$ cat src/rtl/lsu.sv
// Load/store unit: accepts one EXU access at a time, checks legality, issues a single
// memory request, extracts/extends load data and reports done/err as one-cycle pulses.
module lsu #(
    parameter int TIMEOUT = 16
) (
    input  logic        clk,
    input  logic        rst,
    input  logic        in_valid,
    output logic        in_ready,
    input  logic [2:0]  in_op,
    input  logic        in_wen,
    input  logic [31:0] in_addr,
    input  logic [31:0] in_wdata,
    input  logic [4:0]  in_rd,
    output logic        mem_valid,
    input  logic        mem_ready,
    output logic [31:0] mem_addr,
    output logic        mem_wen,
    output logic [31:0] mem_wdata,
    output logic [3:0]  mem_wmask,
    input  logic        mem_rvalid,
    input  logic [31:0] mem_rdata,
    output logic        wb_wen,
    output logic [4:0]  wb_waddr,
    output logic [31:0] wb_wdata,
    output logic        done,
    output logic        err,
    output logic [1:0]  err_cause
);

    localparam logic [2:0] S_IDLE = 3'd0;
    localparam logic [2:0] S_REQ  = 3'd1;
    localparam logic [2:0] S_WAIT = 3'd2;
    localparam logic [2:0] S_FIN  = 3'd3;
    localparam logic [2:0] S_ERR  = 3'd4;

    localparam int CNT_W = (TIMEOUT > 1) ? $clog2(TIMEOUT) : 1;
    localparam logic [CNT_W-1:0] CNT_LAST = CNT_W'(TIMEOUT - 1);

    logic [2:0]       state_q, state_d;
    logic [CNT_W-1:0] cnt_q, cnt_d;
    logic [2:0]       op_q, op_d;
    logic             wen_q, wen_d;
    logic [31:0]      addr_q, addr_d;
    logic [31:0]      wdata_q, wdata_d;
    logic [4:0]       rd_q, rd_d;
    logic [1:0]       cause_q, cause_d;
    logic [31:0]      load_q, load_d;

    function automatic logic op_illegal(input logic [2:0] op, input logic wen);
        return (op == 3'b011) || (op == 3'b110) || (op == 3'b111) || (wen && op[2]);
    endfunction

    function automatic logic misaligned(input logic [2:0] op, input logic [1:0] addr);
        return ((op[1:0] == 2'b01) && addr[0]) || ((op == 3'b010) && (addr != 2'b00));
    endfunction

    function automatic logic [31:0] store_lanes(input logic [2:0] op, input logic [1:0] addr,
                                                input logic [31:0] wdata);
        case (op[1:0])
            2'b00:   return {24'b0, wdata[7:0]} << {addr, 3'b000};
            2'b01:   return {16'b0, wdata[15:0]} << {addr[1], 4'b0000};
            default: return wdata;
        endcase
    endfunction

    function automatic logic [3:0] store_mask(input logic [2:0] op, input logic [1:0] addr);
        case (op[1:0])
            2'b00:   return 4'b0001 << addr;
            2'b01:   return 4'b0011 << addr;
            default: return 4'b1111;
        endcase
    endfunction

    function automatic logic [31:0] load_extract(input logic [2:0] op, input logic [1:0] addr,
                                                 input logic [31:0] rdata);
        logic [31:0] shifted;
        logic [7:0]  b;
        logic [15:0] h;
        shifted = rdata >> {addr, 3'b000};
        b = shifted[7:0];
        h = addr[1] ? rdata[31:16] : rdata[15:0];
        case (op)
            3'b000:  return {{24{b[7]}}, b};
            3'b100:  return {24'b0, b};
            3'b001:  return {{16{h[15]}}, h};
            3'b101:  return {16'b0, h};
            default: return rdata;
        endcase
    endfunction

    always_comb begin
        state_d = state_q;
        cnt_d   = cnt_q;
        op_d    = op_q;
        wen_d   = wen_q;
        addr_d  = addr_q;
        wdata_d = wdata_q;
        rd_d    = rd_q;
        cause_d = cause_q;
        load_d  = load_q;
        case (state_q)
            S_IDLE: begin
                if (in_valid) begin
                    op_d    = in_op;
                    wen_d   = in_wen;
                    addr_d  = in_addr;
                    wdata_d = in_wdata;
                    rd_d    = in_rd;
                    if (op_illegal(in_op, in_wen)) begin
                        cause_d = 2'd3;
                        state_d = S_ERR;
                    end else if (misaligned(in_op, in_addr[1:0])) begin
                        cause_d = {1'b0, in_wen};
                        state_d = S_ERR;
                    end else begin
                        state_d = S_REQ;
                    end
                end
            end
            S_REQ: begin
                if (mem_ready) begin
                    state_d = wen_q ? S_FIN : S_WAIT;
                    cnt_d   = '0;
                end
            end
            S_WAIT: begin
                // A response arriving in the threshold cycle still completes the load
                if (mem_rvalid) begin
                    load_d  = load_extract(op_q, addr_q[1:0], mem_rdata);
                    state_d = S_FIN;
                end else if (cnt_q == CNT_LAST) begin
                    cause_d = 2'd2;
                    state_d = S_ERR;
                end else begin
                    cnt_d = cnt_q + 1'b1;
                end
            end
            S_FIN:   state_d = S_IDLE;
            S_ERR:   state_d = S_IDLE;
            default: state_d = S_IDLE;
        endcase
    end

    always_ff @(posedge clk) begin
        if (!rst) begin
            state_q <= S_IDLE;
            cnt_q   <= '0;
            op_q    <= '0;
            wen_q   <= 1'b0;
            addr_q  <= '0;
            wdata_q <= '0;
            rd_q    <= '0;
            cause_q <= '0;
            load_q  <= '0;
        end else begin
            state_q <= state_d;
            cnt_q   <= cnt_d;
            op_q    <= op_d;
            wen_q   <= wen_d;
            addr_q  <= addr_d;
            wdata_q <= wdata_d;
            rd_q    <= rd_d;
            cause_q <= cause_d;
            load_q  <= load_d;
        end
    end

    // Request fields are zero outside REQ and held from the latched access inside it
    assign in_ready  = (state_q == S_IDLE);
    assign mem_valid = (state_q == S_REQ);
    assign mem_addr  = mem_valid ? {addr_q[31:2], 2'b00} : 32'b0;
    assign mem_wen   = mem_valid & wen_q;
    assign mem_wdata = mem_wen ? store_lanes(op_q, addr_q[1:0], wdata_q) : 32'b0;
    assign mem_wmask = mem_wen ? store_mask(op_q, addr_q[1:0]) : 4'b0;

    assign done      = (state_q == S_FIN);
    assign err       = (state_q == S_ERR);
    assign err_cause = err ? cause_q : 2'b0;
    assign wb_wen    = done & ~wen_q & (rd_q != 5'd0);
    assign wb_waddr  = (done & ~wen_q) ? rd_q : 5'd0;
    assign wb_wdata  = (done & ~wen_q) ? load_q : 32'b0;

endmodule
$ cat config.mk
export PLATFORM = sky130hd
export DESIGN_NAME = lsu
export DESIGN_NICKNAME = d
export VERILOG_FILES = /design/src/rtl/lsu.sv
export SDC_FILE = /design/constraint.sdc
export NUM_CORES = 1
export LEC_CHECK = 0
export CORE_MARGIN = 2
export CORE_UTILIZATION = 33
export DETAILED_ROUTE_END_ITERATION = 10
export HOLD_SLACK_MARGIN = 0.03
export PLACE_DENSITY_LB_ADDON = 0.05
export REMOVE_ABC_BUFFERS = 1
export SETUP_SLACK_MARGIN = 0.3
export SYNTH_ARGS = -nofsm -noshare
export SYNTH_HDL_FRONTEND = slang
export SYNTH_SLANG_ARGS = --single-unit
export TNS_END_PERCENT = 30
$ cat constraint.sdc
create_clock -name clk -period 2.1 [get_ports clk]
set_input_delay 0.21 -clock clk [delete_from_list [all_inputs] [get_ports clk]]
set_output_delay 0.21 -clock clk [all_outputs]
set_load 0.02 [all_outputs]
# After elaboration in Yosys (flattened, before gate mapping)

Cells that the tools add are included.

Add/subtract/negate cells: 1
Multiply operators: 0
Divide/modulo/power cells: 0
Order comparisons: 0
Eq/ne operators: 21
Shifts and indexed selects: 5
Muxes and demuxes: 28
Bitwise gates (word level): 4
Reductions and logical operators: 19

Operators with widths:

| kind                | number |
|---|---|
| $pmux 32 s4         | 1 |
| $mux 32             | 3 |
| $pmux 32 s2         | 1 |
| $shl 16x5->32       | 1 |
| $shl 8x5->32        | 1 |
| $shr 32x5->8        | 1 |
| $mux 3              | 6 |
| $mux 16             | 1 |
| $mux 4              | 4 |
| $pmux 4 s2          | 2 |
| $eq 3x3->1 const B  | 5 |
| $eq 3x2->1 const B  | 4 |
| $mux 2              | 6 |
| $pmux 3 s3          | 1 |
| $ne 2x2->1 const B  | 4 |
| $eq 3x1->1 const B  | 2 |
| $logic_not 3->1     | 2 |
| $reduce_bool 2->1   | 3 |
| $mux 5              | 1 |
| $reduce_and 5->1    | 1 |
| $reduce_bool 5->1   | 1 |
| $add 4x1->4 const B | 1 |
| $eq 2x1->1 const B  | 2 |
| $eq 4x4->1 const B  | 1 |
| 15 further kinds    | 23 |

Flip-flop bits (word level): 114
Bits in latches: 0
Memory bits (writable): 0
Memory bits (read-only): 0
Input port bits: 110
Output and inout bits: 113
Word-level logic and storage cells: 87
Memories kept: 0

# Logic depth before layout (Yosys ltp)

Gate-level depths: netlist of the first run.

Word-level depth: 7
Mapped depth: 7
Mapped depth without buffers: 5

# Worst setup path before layout of the first run

OpenSTA, ideal clock, no wires.

Kind: register to register
Start point: reg state_q[1]
End point: reg addr_q[1]
Library setup time: 0.132 ns
Arrival time: 1.724 ns
Data required time: 1.968 ns
Slack: 0.243 ns
Stages on the path, launching flop included: 7
Buffers on the path: 2
Period minus slack after synthesis: 1.857 ns
Cells stage by stage: dfxtp_1 > buf_2 > nor3_1 > nand2_1 > clkbuf_1 > nand2_1 > a21oi_1

Longest elaborated chain between the ends: 2

Ends and longest elaborated chain:

| element                    | line | RTL |
|---|---|---|
| start: declaration         | 40   | `logic [2:0] state_q, state_d;` |
| start signal: assignment   | 157  | `state_q <= state_d;` |
| $logic_not 3->1            | --   |  |
| net in_ready               | 9    | `output logic in_ready,` |
| $reduce_and 2->1 (no line) | --   |  |
| end signal: assignment     | 161  | `addr_q <= addr_d;` |
| end: declaration           | 44   | `logic [31:0] addr_q, addr_d;` |

The timed path passes the listed nets, and every way through them passes these cells.
A chain may end at the register's enable or synchronous reset.

# Final worst setup path of the first run

Start point: reg state_q[0]
End point: out mem_wdata[21]

Longest elaborated chain between the ends: 3

Ends and longest elaborated chain:

| element          | line | RTL |
|---|---|---|
| $eq 3x1->1       | 171  | `assign mem_valid = (state_q == S_REQ);` |
| $and 1x1->1      | 173  | `assign mem_wen = mem_valid & wen_q;` |
| $mux 32          | 174  | `assign mem_wdata = mem_wen ? store_lanes(op_q, addr_q[1:0], wdata_q) : 32'b0;` |
| end: declaration | 19   | `output logic [31:0] mem_wdata,` |

Every way passes these cells.

==> metrics.txt, run 1 <==
sequential share of power=a little over a third; Port Buffers=220; final setup fails=0; total CTS buffers=17; Hold Fails Final Rpt=0; Critical Path AT=around 1.8 ns; Synth area leader=dfxtp_1; area grow syn2layout=73.4%; routed len/inst=roughly 17 µm; first-pass GRT wire length=approximately 32 mm; initial antenna violation count=0; minimum clock period=~2 ns; Synth cell types=50; Final period util=approximately 94%; largest net degree at the start of global routing=50; layout cells sized above 1=roughly a third; P_int=a little under 5 mW; Peak VDD IR=0.000635 V; RSZ-0062 raised after global routing=yes; Pwr per Cell Area=just under 700 nW/µm²; Multi-input gate area=3630 µm²; PnR worst setup slack=approximately 0.13 ns; ANT nets after route=0; Pleak=3.91 nW; layout net count=1,117; H-tree depth=4; combinational share of power=between 10% and 20%; total wire length=21.3 mm; chip width=between 100 and 150 µm; Filler cells=1,572; worst clock skew=approximately 0.007 ns; die height=about 140 µm; vias per inst=~5.1; worst-margin pin slew=between 0.7 and 0.8 ns; Post-synth ARST share=0%; NetSw=around 1.8 mW; Min Hold Slack=roughly 0.34 ns; synthesized instance count=767; router iterations before antenna repair=5; Ant. Diodes=0; Hold WC Path Type=in2reg; Post-synth EDFFs=0; Reg area=about 2300 µm²; crit start category=flop; post-synthesis cell area=about 5700 µm²; Reg clk slew, reported paths=about 0.06 ns; Starting DRT DRC Count=355; Sw Share=27.1%; Post-DP HPWL=~14 mm; Row Count=48; FMAX=508 MHz; latest clock arrival within the worst-skew pair=between 0.4 and 0.5 ns; drt drc=0; GRT Resource Usage Total=between 20% and 30%; clk sink count=between 100 and 150; yosys warns=0; pre-CTS setup slack=around 0.061 ns; CTS tree=yes; Req. time, crit path=1.89 ns; Finished Core Util=slightly below 60%; status=finished, final reports clean; Pins Over Slew Limit=0; vias in the first global route=6,291; die area=18,300 µm²; area share of the largest cell type after synthesis=between 40% and 50%; Top FF cell, synth=dfxtp_1; Clock power frac=between 40% and 50%; clock buffer depth=2; max-cap violation count=0; Area contributors post-synth=dfxtp_1 (40%), nand2_1 (13%), a21oi_1 (10%), and2_1 (8.7%), a22oi_1 (4.2%); gr ovfl total=0; via count=roughly 6,300; Initial Util=33.3%; CTS Hold Bufs=0; Synth Register Bits=114; Worst Path Class, Setup=reg2out; clk root buf=clkbuf_16; critical path capture point type=output port; I/O pins=about 220; sequential area share after synthesis=roughly 40%; Relative slew margins=about half; Avg Inst Size Synth=roughly 7.4 µm²; crit-path max FO=7; global placer's final weighted congestion=0.807; Setup TNS Final=0 ns; overall power=approximately 6.8 mW; core area=around 17,000 µm²
-- final cells by class --
type | count | share of cell area (%)
sequential | 114 | 23.2
timing repair buffer | 283 | 30.6
clock inverter | 13 | 1.86
tap | 225 | 2.85
multi-input combinational | 583 | 36.7
clock buffer | 19 | 4.48
inverter | 7 | 0.266
-- logic make-up after synthesis --
logic type	count (synthesis)	synth area share, %
other	1	0.0658
adder cells (fa/ha/maj)	1	0.219
AND/OR/NAND/NOR	342	28.1
flip-flops	114	40.0
multiplexers	15	2.85
buffers and inverters	71	5.75
AO/OA/AOI/OAI	223	22.9
-- flip-flops by register name (all words and copies together), names as in the netlist, 2 cells and up --
signal   count
addr_q      32
cause_q      2
cnt_q        4
load_q      32
op_q         3
rd_q         5
state_q      3
wdata_q     32
-- critical path, stage by stage, from the launching register on --
cell and delay (ns):
dfxtp_2 0.35, nor3b_4 0.26, nand2_4 0.12, buf_12 0.16, buf_16 0.14, buf_6 0.11
nor2_4 0.07, buf_6 0.12
-- synthesized netlist by cell type, types with 2 or more instances --
cell type,count
nand2b_1,6
o21a_1,3
a22o_1,8
nor4_1,3
o21ai_0,45
buf_4,9
nor2b_1,6
inv_1,6
mux2i_1,14
nor2_1,33
or2_2,2
o221ai_1,5
clkbuf_1,42
and2_1,79
nor3b_2,2
buf_6,2
a22oi_1,32
a21oi_1,114
buf_2,10
a31oi_1,3
nor3_1,3
and3_1,4
dfxtp_1,114
a221oi_1,3
nand2_1,193
nand3_1,2
-- power by group through the flow --
stage                     logic [mW]  clock network [mW]  registers [mW]
after global routing            1.40                3.23            2.44
after detailed placement        1.10                   0            2.45
after floorplan                0.508                   0            2.46
after global placement          1.07                   0            2.44
after CTS                       1.16                3.12            2.41
final                           1.29                3.07            2.42
-- routing by layer --
layer / part of all wire [%] / up-vias / GRT usage [%] / wire length, µm
met5: 0 / - / 0 / 0
met4: 1.3 / 0 / 8.10 / 280
met3: 6.6 / 21 / 6.17 / 1410
met2: 50 / 204 / 39.0 / 10600
met1: 42 / 3026 / 27.0 / 8980
li1: - / 3079 / - / -
-- cell usage in the layout, fill, tap and decap left out, types with 4 or more instances in the layout --
master / Yosys / final
buf_12: 0 / 11
buf_6: 2 / 102
buf_4: 9 / 38
nor2b_1: 6 / 5
clkbuf_2: 0 / 5
a22oi_2: 0 / 13
bufinv_16: 0 / 4
and3_1: 4 / 4
mux2i_1: 14 / 14
nor2_1: 33 / 13
o221ai_1: 5 / 5
nand2b_1: 6 / 5
dfxtp_1: 114 / 107
and2_4: 1 / 66
buf_2: 10 / 6
clkbuf_16: 0 / 20
a22oi_1: 32 / 19
nor2_4: 0 / 18
clkdlybuf4s50_1: 0 / 109
a21oi_1: 114 / 102
a22o_1: 8 / 8
nand2_1: 193 / 190
inv_1: 6 / 4
a21oi_2: 0 / 9
o21ai_0: 45 / 41
dfxtp_2: 0 / 6
and2_1: 79 / 13
-- what timing repair did --
action / in CTS / in global routing
resized for setup: 311 / 495
setup buffers: 10 / 11
endpoints found under the hold margin: 0 / 0
pin swaps: 8 / 51
cloned: 5 / 3
setup endpoints to repair: 137 / 213
-- worst paths after layout --
check,slack (ns),startpoint,depth (start not counted),end
worst max-delay path,0.13,state_q[0],7,mem_wdata[21]
worst max register to register,0.31,state_q[2],6,cnt_q[0]
worst min-delay path,0.34,in_wdata[20],3,wdata_q[20]
worst min register to register,0.45,addr_q[15],2,addr_q[15]
-- metrics by stage --
| step | instance area [µm²] | instances |
|---|---|---|
| floorplan | 5410 | 704 |
| global placement | 8220 | 1183 |
| detailed placement | 8220 | 1183 |
| CTS | 9050 | 1230 |
| global route | 9890 | 1244 |
| finish | 9890 | 1244 |
(Power assumes the default switching activity.)
==> run 2, diff against run 1 <==
--- a/config.mk
+++ b/config.mk
@@ -7,7 +7,9 @@
 export LEC_CHECK = 0
 export CORE_MARGIN = 2
 export CORE_UTILIZATION = 33
+export CTS_CLUSTER_SIZE = 30
 export DETAILED_ROUTE_END_ITERATION = 10
+export GPL_ROUTABILITY_DRIVEN = 0
 export HOLD_SLACK_MARGIN = 0.03
 export PLACE_DENSITY_LB_ADDON = 0.05
 export REMOVE_ABC_BUFFERS = 1
==> results of run 2 <==
Same layout as run 1: the final DEF is identical, and so are final timing and power.
